[config.mk]
export PLATFORM = sky130hd
export DESIGN_NAME = single_cycle_proc
export DESIGN_NICKNAME = d
export VERILOG_FILES = /design/src/rtl/single_cycle_proc.sv
export SDC_FILE = /design/constraint.sdc
export NUM_CORES = 2
export LEC_CHECK = 0
export CAP_MARGIN = 40
export CELL_PAD_IN_SITES_DETAIL_PLACEMENT = 1
export CELL_PAD_IN_SITES_GLOBAL_PLACEMENT = 1
export CORE_MARGIN = 5
export CORE_UTILIZATION = 50
export CTS_BUF_LIST = sky130_fd_sc_hd__clkbuf_4 sky130_fd_sc_hd__clkbuf_8 sky130_fd_sc_hd__clkbuf_16
export DETAILED_ROUTE_END_ITERATION = 10
export GPL_TIMING_DRIVEN = 0
export PLACE_DENSITY_LB_ADDON = 0.1
export SKIP_LAST_GASP = 1
export SYNTH_ARGS = -nofsm -noshare
export SYNTH_HDL_FRONTEND = slang
export SYNTH_SLANG_ARGS = --single-unit
[constraint.sdc]
create_clock -name clk -period 12.7 [get_ports clk]
set_clock_uncertainty 0.05 [all_clocks]
set_input_delay 2.54 -clock clk [delete_from_list [all_inputs] [get_ports clk]]
set_output_delay 2.54 -clock clk [all_outputs]
set_load 0.005 [all_outputs]
[src/rtl/single_cycle_proc.sv]
// Single-cycle RV32I-subset core: fetch, decode, execute, memory and writeback all complete in one clock.
// Define SCP_UPPER_IMM_EN to add lui/auipc; otherwise both opcodes decode as NOP.
module single_cycle_proc #(
  parameter logic [31:0] RESET_PC = 32'h0000_0000
) (
  input  logic        clk,
  input  logic        reset,
  output logic [31:0] PC,
  input  logic [31:0] Instr,
  output logic        MemWrite,
  output logic [31:0] ALUResult,
  output logic [31:0] WriteData,
  input  logic [31:0] ReadData
);

  localparam logic [6:0] OP_R      = 7'b0110011;
  localparam logic [6:0] OP_I      = 7'b0010011;
  localparam logic [6:0] OP_LOAD   = 7'b0000011;
  localparam logic [6:0] OP_STORE  = 7'b0100011;
  localparam logic [6:0] OP_BRANCH = 7'b1100011;
  localparam logic [6:0] OP_JAL    = 7'b1101111;
  localparam logic [6:0] OP_LUI    = 7'b0110111;
  localparam logic [6:0] OP_AUIPC  = 7'b0010111;

  typedef enum logic [3:0] {
    ALU_ADD, ALU_SUB, ALU_SLL, ALU_SLT, ALU_SLTU,
    ALU_XOR, ALU_SRL, ALU_SRA, ALU_OR,  ALU_AND
  } alu_op_t;

  typedef enum logic [1:0] {SRCA_RS1, SRCA_PC, SRCA_ZERO} srca_t;
  typedef enum logic [1:0] {WB_ALU, WB_MEM, WB_PC4} wb_t;

  logic [6:0]  opcode;
  logic [2:0]  funct3;
  logic [6:0]  funct7;
  logic [4:0]  rd, rs1, rs2;
  logic [31:0] imm_i, imm_s, imm_b, imm_j, imm_u;

  assign opcode = Instr[6:0];
  assign funct3 = Instr[14:12];
  assign funct7 = Instr[31:25];
  assign rd     = Instr[11:7];
  assign rs1    = Instr[19:15];
  assign rs2    = Instr[24:20];

  assign imm_i = {{20{Instr[31]}}, Instr[31:20]};
  assign imm_s = {{20{Instr[31]}}, Instr[31:25], Instr[11:7]};
  assign imm_b = {{19{Instr[31]}}, Instr[31], Instr[7], Instr[30:25], Instr[11:8], 1'b0};
  assign imm_j = {{11{Instr[31]}}, Instr[31], Instr[19:12], Instr[20], Instr[30:21], 1'b0};
  assign imm_u = {Instr[31:12], 12'b0};

  // Register file: entry 0 is held at zero and also masked on read.
  logic [31:0] rf [32];
  logic [31:0] rd1, rd2;

  assign rd1 = (rs1 == 5'd0) ? 32'd0 : rf[rs1];
  assign rd2 = (rs2 == 5'd0) ? 32'd0 : rf[rs2];

  // Decode
  logic        reg_write;
  logic        mem_write;
  logic        is_beq, is_bne, is_jal;
  logic        use_imm;
  logic [31:0] imm_sel;
  alu_op_t     alu_op;
  srca_t       srca_sel;
  wb_t         wb_sel;

  always_comb begin
    reg_write = 1'b0;
    mem_write = 1'b0;
    is_beq    = 1'b0;
    is_bne    = 1'b0;
    is_jal    = 1'b0;
    use_imm   = 1'b0;
    imm_sel   = imm_i;
    alu_op    = ALU_ADD;
    srca_sel  = SRCA_RS1;
    wb_sel    = WB_ALU;
    unique case (opcode)
      OP_R: begin
        if (funct7 == 7'b0000000 ||
            (funct7 == 7'b0100000 && (funct3 == 3'b000 || funct3 == 3'b101))) begin
          reg_write = 1'b1;
          case (funct3)
            3'b000:  alu_op = funct7[5] ? ALU_SUB : ALU_ADD;
            3'b001:  alu_op = ALU_SLL;
            3'b010:  alu_op = ALU_SLT;
            3'b011:  alu_op = ALU_SLTU;
            3'b100:  alu_op = ALU_XOR;
            3'b101:  alu_op = funct7[5] ? ALU_SRA : ALU_SRL;
            3'b110:  alu_op = ALU_OR;
            default: alu_op = ALU_AND;
          endcase
        end
      end
      OP_I: begin
        use_imm = 1'b1;
        case (funct3)
          3'b000: begin alu_op = ALU_ADD;  reg_write = 1'b1; end
          3'b010: begin alu_op = ALU_SLT;  reg_write = 1'b1; end
          3'b011: begin alu_op = ALU_SLTU; reg_write = 1'b1; end
          3'b100: begin alu_op = ALU_XOR;  reg_write = 1'b1; end
          3'b110: begin alu_op = ALU_OR;   reg_write = 1'b1; end
          3'b111: begin alu_op = ALU_AND;  reg_write = 1'b1; end
          3'b001: begin
            alu_op    = ALU_SLL;
            reg_write = (funct7 == 7'b0000000);
          end
          default: begin
            // Only srai carries bit 30; any other upper-field value is illegal.
            alu_op    = funct7[5] ? ALU_SRA : ALU_SRL;
            reg_write = (funct7 == 7'b0000000) || (funct7 == 7'b0100000);
          end
        endcase
      end
      OP_LOAD: begin
        use_imm = 1'b1;
        if (funct3 == 3'b010) begin
          reg_write = 1'b1;
          wb_sel    = WB_MEM;
        end
      end
      OP_STORE: begin
        use_imm = 1'b1;
        imm_sel = imm_s;
        mem_write = (funct3 == 3'b010);
      end
      OP_BRANCH: begin
        alu_op = ALU_SUB;
        is_beq = (funct3 == 3'b000);
        is_bne = (funct3 == 3'b001);
      end
      OP_JAL: begin
        is_jal    = 1'b1;
        reg_write = 1'b1;
        srca_sel  = SRCA_PC;
        use_imm   = 1'b1;
        imm_sel   = 32'd4;
        wb_sel    = WB_PC4;
      end
`ifdef SCP_UPPER_IMM_EN
      OP_LUI: begin
        reg_write = 1'b1;
        srca_sel  = SRCA_ZERO;
        use_imm   = 1'b1;
        imm_sel   = imm_u;
      end
      OP_AUIPC: begin
        reg_write = 1'b1;
        srca_sel  = SRCA_PC;
        use_imm   = 1'b1;
        imm_sel   = imm_u;
      end
`else
      OP_LUI, OP_AUIPC: begin
        reg_write = 1'b0;
      end
`endif
      default: begin
        reg_write = 1'b0;
      end
    endcase
  end

  // ALU
  logic [31:0] alu_a, alu_b;
  logic [4:0]  shamt;
  logic        zero;

  always_comb begin
    alu_a = rd1;
    case (srca_sel)
      SRCA_PC:   alu_a = PC;
      SRCA_ZERO: alu_a = 32'd0;
      default:   alu_a = rd1;
    endcase
  end

  assign alu_b = use_imm ? imm_sel : rd2;
  assign shamt = alu_b[4:0];

  always_comb begin
    ALUResult = 32'd0;
    case (alu_op)
      ALU_ADD:  ALUResult = alu_a + alu_b;
      ALU_SUB:  ALUResult = alu_a - alu_b;
      ALU_SLL:  ALUResult = alu_a << shamt;
      ALU_SLT:  ALUResult = {31'd0, $signed(alu_a) < $signed(alu_b)};
      ALU_SLTU: ALUResult = {31'd0, alu_a < alu_b};
      ALU_XOR:  ALUResult = alu_a ^ alu_b;
      ALU_SRL:  ALUResult = alu_a >> shamt;
      ALU_SRA:  ALUResult = $unsigned($signed(alu_a) >>> shamt);
      ALU_OR:   ALUResult = alu_a | alu_b;
      ALU_AND:  ALUResult = alu_a & alu_b;
      default:  ALUResult = 32'd0;
    endcase
  end

  assign zero = (ALUResult == 32'd0);

  // Next PC: the branch/jump target needs its own adder because the ALU carries PC+4 for jal.
  logic [31:0] pc_plus4, pc_target, pc_next, wb_data;
  logic        take_target;

  assign pc_plus4    = PC + 32'd4;
  assign pc_target   = PC + (is_jal ? imm_j : imm_b);
  assign take_target = is_jal | (is_beq & zero) | (is_bne & ~zero);
  assign pc_next     = take_target ? pc_target : pc_plus4;

  always_comb begin
    wb_data = ALUResult;
    case (wb_sel)
      WB_MEM:  wb_data = ReadData;
      WB_PC4:  wb_data = pc_plus4;
      default: wb_data = ALUResult;
    endcase
  end

  assign MemWrite  = mem_write & reset;
  assign WriteData = rd2;

  always_ff @(posedge clk or negedge reset) begin
    if (!reset) begin
      PC <= RESET_PC;
      for (int i = 0; i < 32; i++) rf[i] <= 32'd0;
    end else begin
      PC <= pc_next;
      if (reg_write && rd != 5'd0) rf[rd] <= wb_data;
    end
  end

endmodule

==> results.toml <==
[run_status]
status = "finished with violations"
failed_checks = "setup timing"

[placed_design]
dp_worst_setup_slack_ps = -3737
place.gp.congestion = 1.109
placed_cells = 8336
place_area_um2 = 72660
io_buffer_count = 155
hpwl_mm = 281.2

[floorplan]
row_count = 133
die_x_um = 374.8
die-area_um2 = 140500
core_um2 = 131800
initial_core_util_pct = 50.49
io_pins = 163
dieHeight_um = 374.8

[drt]
dr.pass1.iters = 8
dr_total_vias = 65600
totalWireLength_mm = 384.4
drt_iter0_drc = 10720
wl_per_cell_um = 44.56
remaining_drc_errors = 0
ant_nets = 0
viasPerCell = 7.605

[power]
p_comb_share_pct = 26.1
peakVddDrop_uv = 121.1
powerDensity_nw_per_um2 = 125.5
p_int_mw = 6.423
pwr-share-seq_pct = 36.8
p_switching_mw = 3.448
cellLeakagePower_nw = 34.43
pwr-share-clk_pct = 37.1
swShare_pct = 34.93

[worst_setup_path]
cp_common_cell = "a21oi_1"
r2r.worst_path.cells = 30
cpPeakStageDelay_ps = 570
end_kind = "primary output"
timing_worst_setup_path_type = "in -> out"
start_kind = "input pin"
slowest_stage = "clkdlybuf4s50_1"
critical_path.max_fanout = 10
arrival_ps = 10310
critPathRequiredTime_ps = 10110

[synthesis]
ys_ff_latch = 1055
ys.flop_type = "dfrtp_1"
synthCells = 6236
yosys.area.top_type_share_pct = 39.67
synth_area_um2 = 66550
synth-xor-area-share_pct = 1.013
postSynth.asyncResetShare_pct = 100.0
synth_top_family_by_area = "multiplexers"
synthMuxAreaShare_pct = 28.28
syn-num-nets = 6437
synth-simple-area-share_pct = 9.839
ys_warn_count = 0
synthAdderAreaFrac_pct = 2.572
ys_types = 103
synth_area_leaders = "dfrtp_1, mux4_2, mux2_2"
synth_edf_count = 0
synth_compound_area_share_pct = 14.04
ys_seq_area_share_pct = 39.67
avgSynthCellArea_um2 = 10.67
synth_largest_area_cell = "dfrtp_1"

[global_routing]
grt_pass1_vias = 66320
grt_overflow_total = 0
grt_antenna_before_repair = 18
grt_util_met2_pct = 75.57
grt_pass1_wl_mm = 525.1
use_met3_pct = 23.49
grt_use_total_pct = 53.02
grt_max_degree = 186
use_met1_pct = 59.19
busiest_layer = "met2"

[clocking]
cts_inserted_buffers = 109
cts_tree = "built"
ctsHtreeMaxLevel = 3
clk-insertion-delay-late_ps = 750
cts_buffer_depth = 3
clk_pin_slew_ps = 60
ctsHoldBuffers = 0
numClockSinks = 1055
cts-root-buf = "clkbuf_16"

[timing]
worstMarginPinSlew_ps = 1220
setup_ws_ps = -204.1
min_period_over_period_pct = 101.6
finalSetupViolCount = 9
fin_hold_ws_ps = 437.4
maxSlewViolCount = 0
rsz0062_at_grt = "yes"
hold_viol_final = 0
max_slew_margin_pct = 18.65
fmax_mhz = 77.50
period_needed_ps = 12900

[final_layout]
nets = 6958
layout-drive-gt1-share_pct = 24.47
stdcell_area_um2 = 78690
syn2layout_area_growth_pct = 18.25
fillers = 13840
multi_input_area_um2 = 37910
finalNonFillerCells = 8626
regArea_um2 = 26400

[hold_path]
hold_path.class = "reg -> reg"
hold_depth = 1

[job]
cap_violations = 0
what timing repair did:
item | CTS | global route
resized for setup | 261 | 125
buffers inserted | 22 | 48
endpoints found under the setup margin | 524 | 28
pin swaps | 19 | 19
Yosys cell counts (10+ instances only):
cell type	instances
dfrtp_1	1055
nand2_1	924
o21ai_0	775
mux4_2	488
clkbuf_1	462
mux2_2	371
mux2i_1	360
nor2_1	226
a21oi_1	177
ha_1	132
inv_1	99
a22oi_1	96
nand3_1	74
nor3_1	67
buf_1	58
o22ai_1	46
xnor2_1	44
a211oi_1	40
o211ai_1	40
buf_2	36
nand2b_1	35
nor2b_1	35
a221oi_1	34
xor2_1	33
a21o_1	31
a31oi_1	31
buf_6	29
and3_1	28
a22o_1	22
buf_4	22
and2_1	21
o221ai_1	20
o2111ai_1	17
or2_2	17
nand4_1	14
a21oi_2	13
nor4_1	13
o21bai_1	13
a32oi_1	11
nand3b_1	11
nor3b_1	11
o21a_1	11
o31ai_1	11
or3_1	10
critical path: cells and delay by family:
kind | cells | cell delay (ps)
adders and majority gates | 1 | 240
AOI/OAI and AO/OA | 15 | 3460
and+or+nand+nor | 3 | 1230
buffers and inverters | 10 | 2820
final timing paths:
path,start,to,slack [ps]
max,Instr[15],ALUResult[30],-200
min,rf[1020]$_DFFE_PN0P_,rf[1020]$_DFFE_PN0P_,440
max reg2reg,rf[772]$_DFFE_PN0P_,PC[31]$_DFF_PN0_,2260
min reg2reg,rf[1020]$_DFFE_PN0P_,rf[1020]$_DFFE_PN0P_,440
max in group asynchronous,reset,PC[24]$_DFF_PN0_,8260
min in group asynchronous,reset,rf[36]$_DFFE_PN0P_,1640
routing by layer:
layer	vias up	routed length, µm
met4	22	47440
met5	-	369
li1	24160	-
met2	6194	158900
met3	2218	55120
met1	33010	122500
flip-flops by register name, summed over array words and instances (netlist names):
signal / flops
PC: 31
rf: 1024
per-stage QoR:
step | utilization [%] | TNS, ps | power, mW
3_5_place_dp | 55.13 | -872260 | 5.980
5_1_grt | 59.67 | -450.5 | 9.991
3_3_place_gp | 53.33 | - | 5.887
2_1_floorplan | - | 0 | 4.783
4_1_cts | 58.98 | 0 | 9.599
6_report | 59.70 | -470.3 | 9.872
cell families after synthesis:
group	Yosys count
DFF	1055
other	1
adders and majority gates	135
xor gates and xnor gates	77
and+or+nand+nor	1514
buffers and inverters	716
AOI/OAI and AO/OA	1515
muxes	1223
power groups by stage:
stage                     Clock (mW)  Sequential, mW  Combinational, mW
after floorplan                    0            3.60               1.18
after global placement             0            3.69               2.20
after detailed placement           0            3.68               2.30
after CTS                       3.60            3.62               2.38
after global routing            3.76            3.63               2.61
final                           3.67            3.63               2.58
cell type report:
type / count / area share (%)
Antenna cell: 21 / 0.06678
Buffer: 588 / 4.114
Clock buffer: 169 / 4.358
Clock inverter: 35 / 0.7076
Inverter: 108 / 0.5263
Multi-Input combinational cell: 4465 / 48.18
Sequential cell: 1055 / 33.55
Tap cell: 1755 / 2.791
Timing Repair Buffer: 430 / 5.707
cell usage in the layout (no fill, tap or decap), drive strengths merged, types with 20 or more instances in the layout:
cell and instances:
a211oi 40, a21o 31, a21oi 193, a221oi 37
a22o 22, a22oi 98, a31oi 32, and2 21
and3 28, buf 412, clkbuf 621, clkdlybuf4s50 151
clkinv 20, dfrtp 1055, diode 21, ha 132
inv 106, mux2 375, mux2i 360, mux4 488
nand2 924, nand2b 35, nand3 74, nor2 226
nor2b 35, nor3 67, o211ai 40, o21ai 779
o221ai 21, o22ai 46, xnor2 44, xor2 33
(Power assumes the default switching activity.)
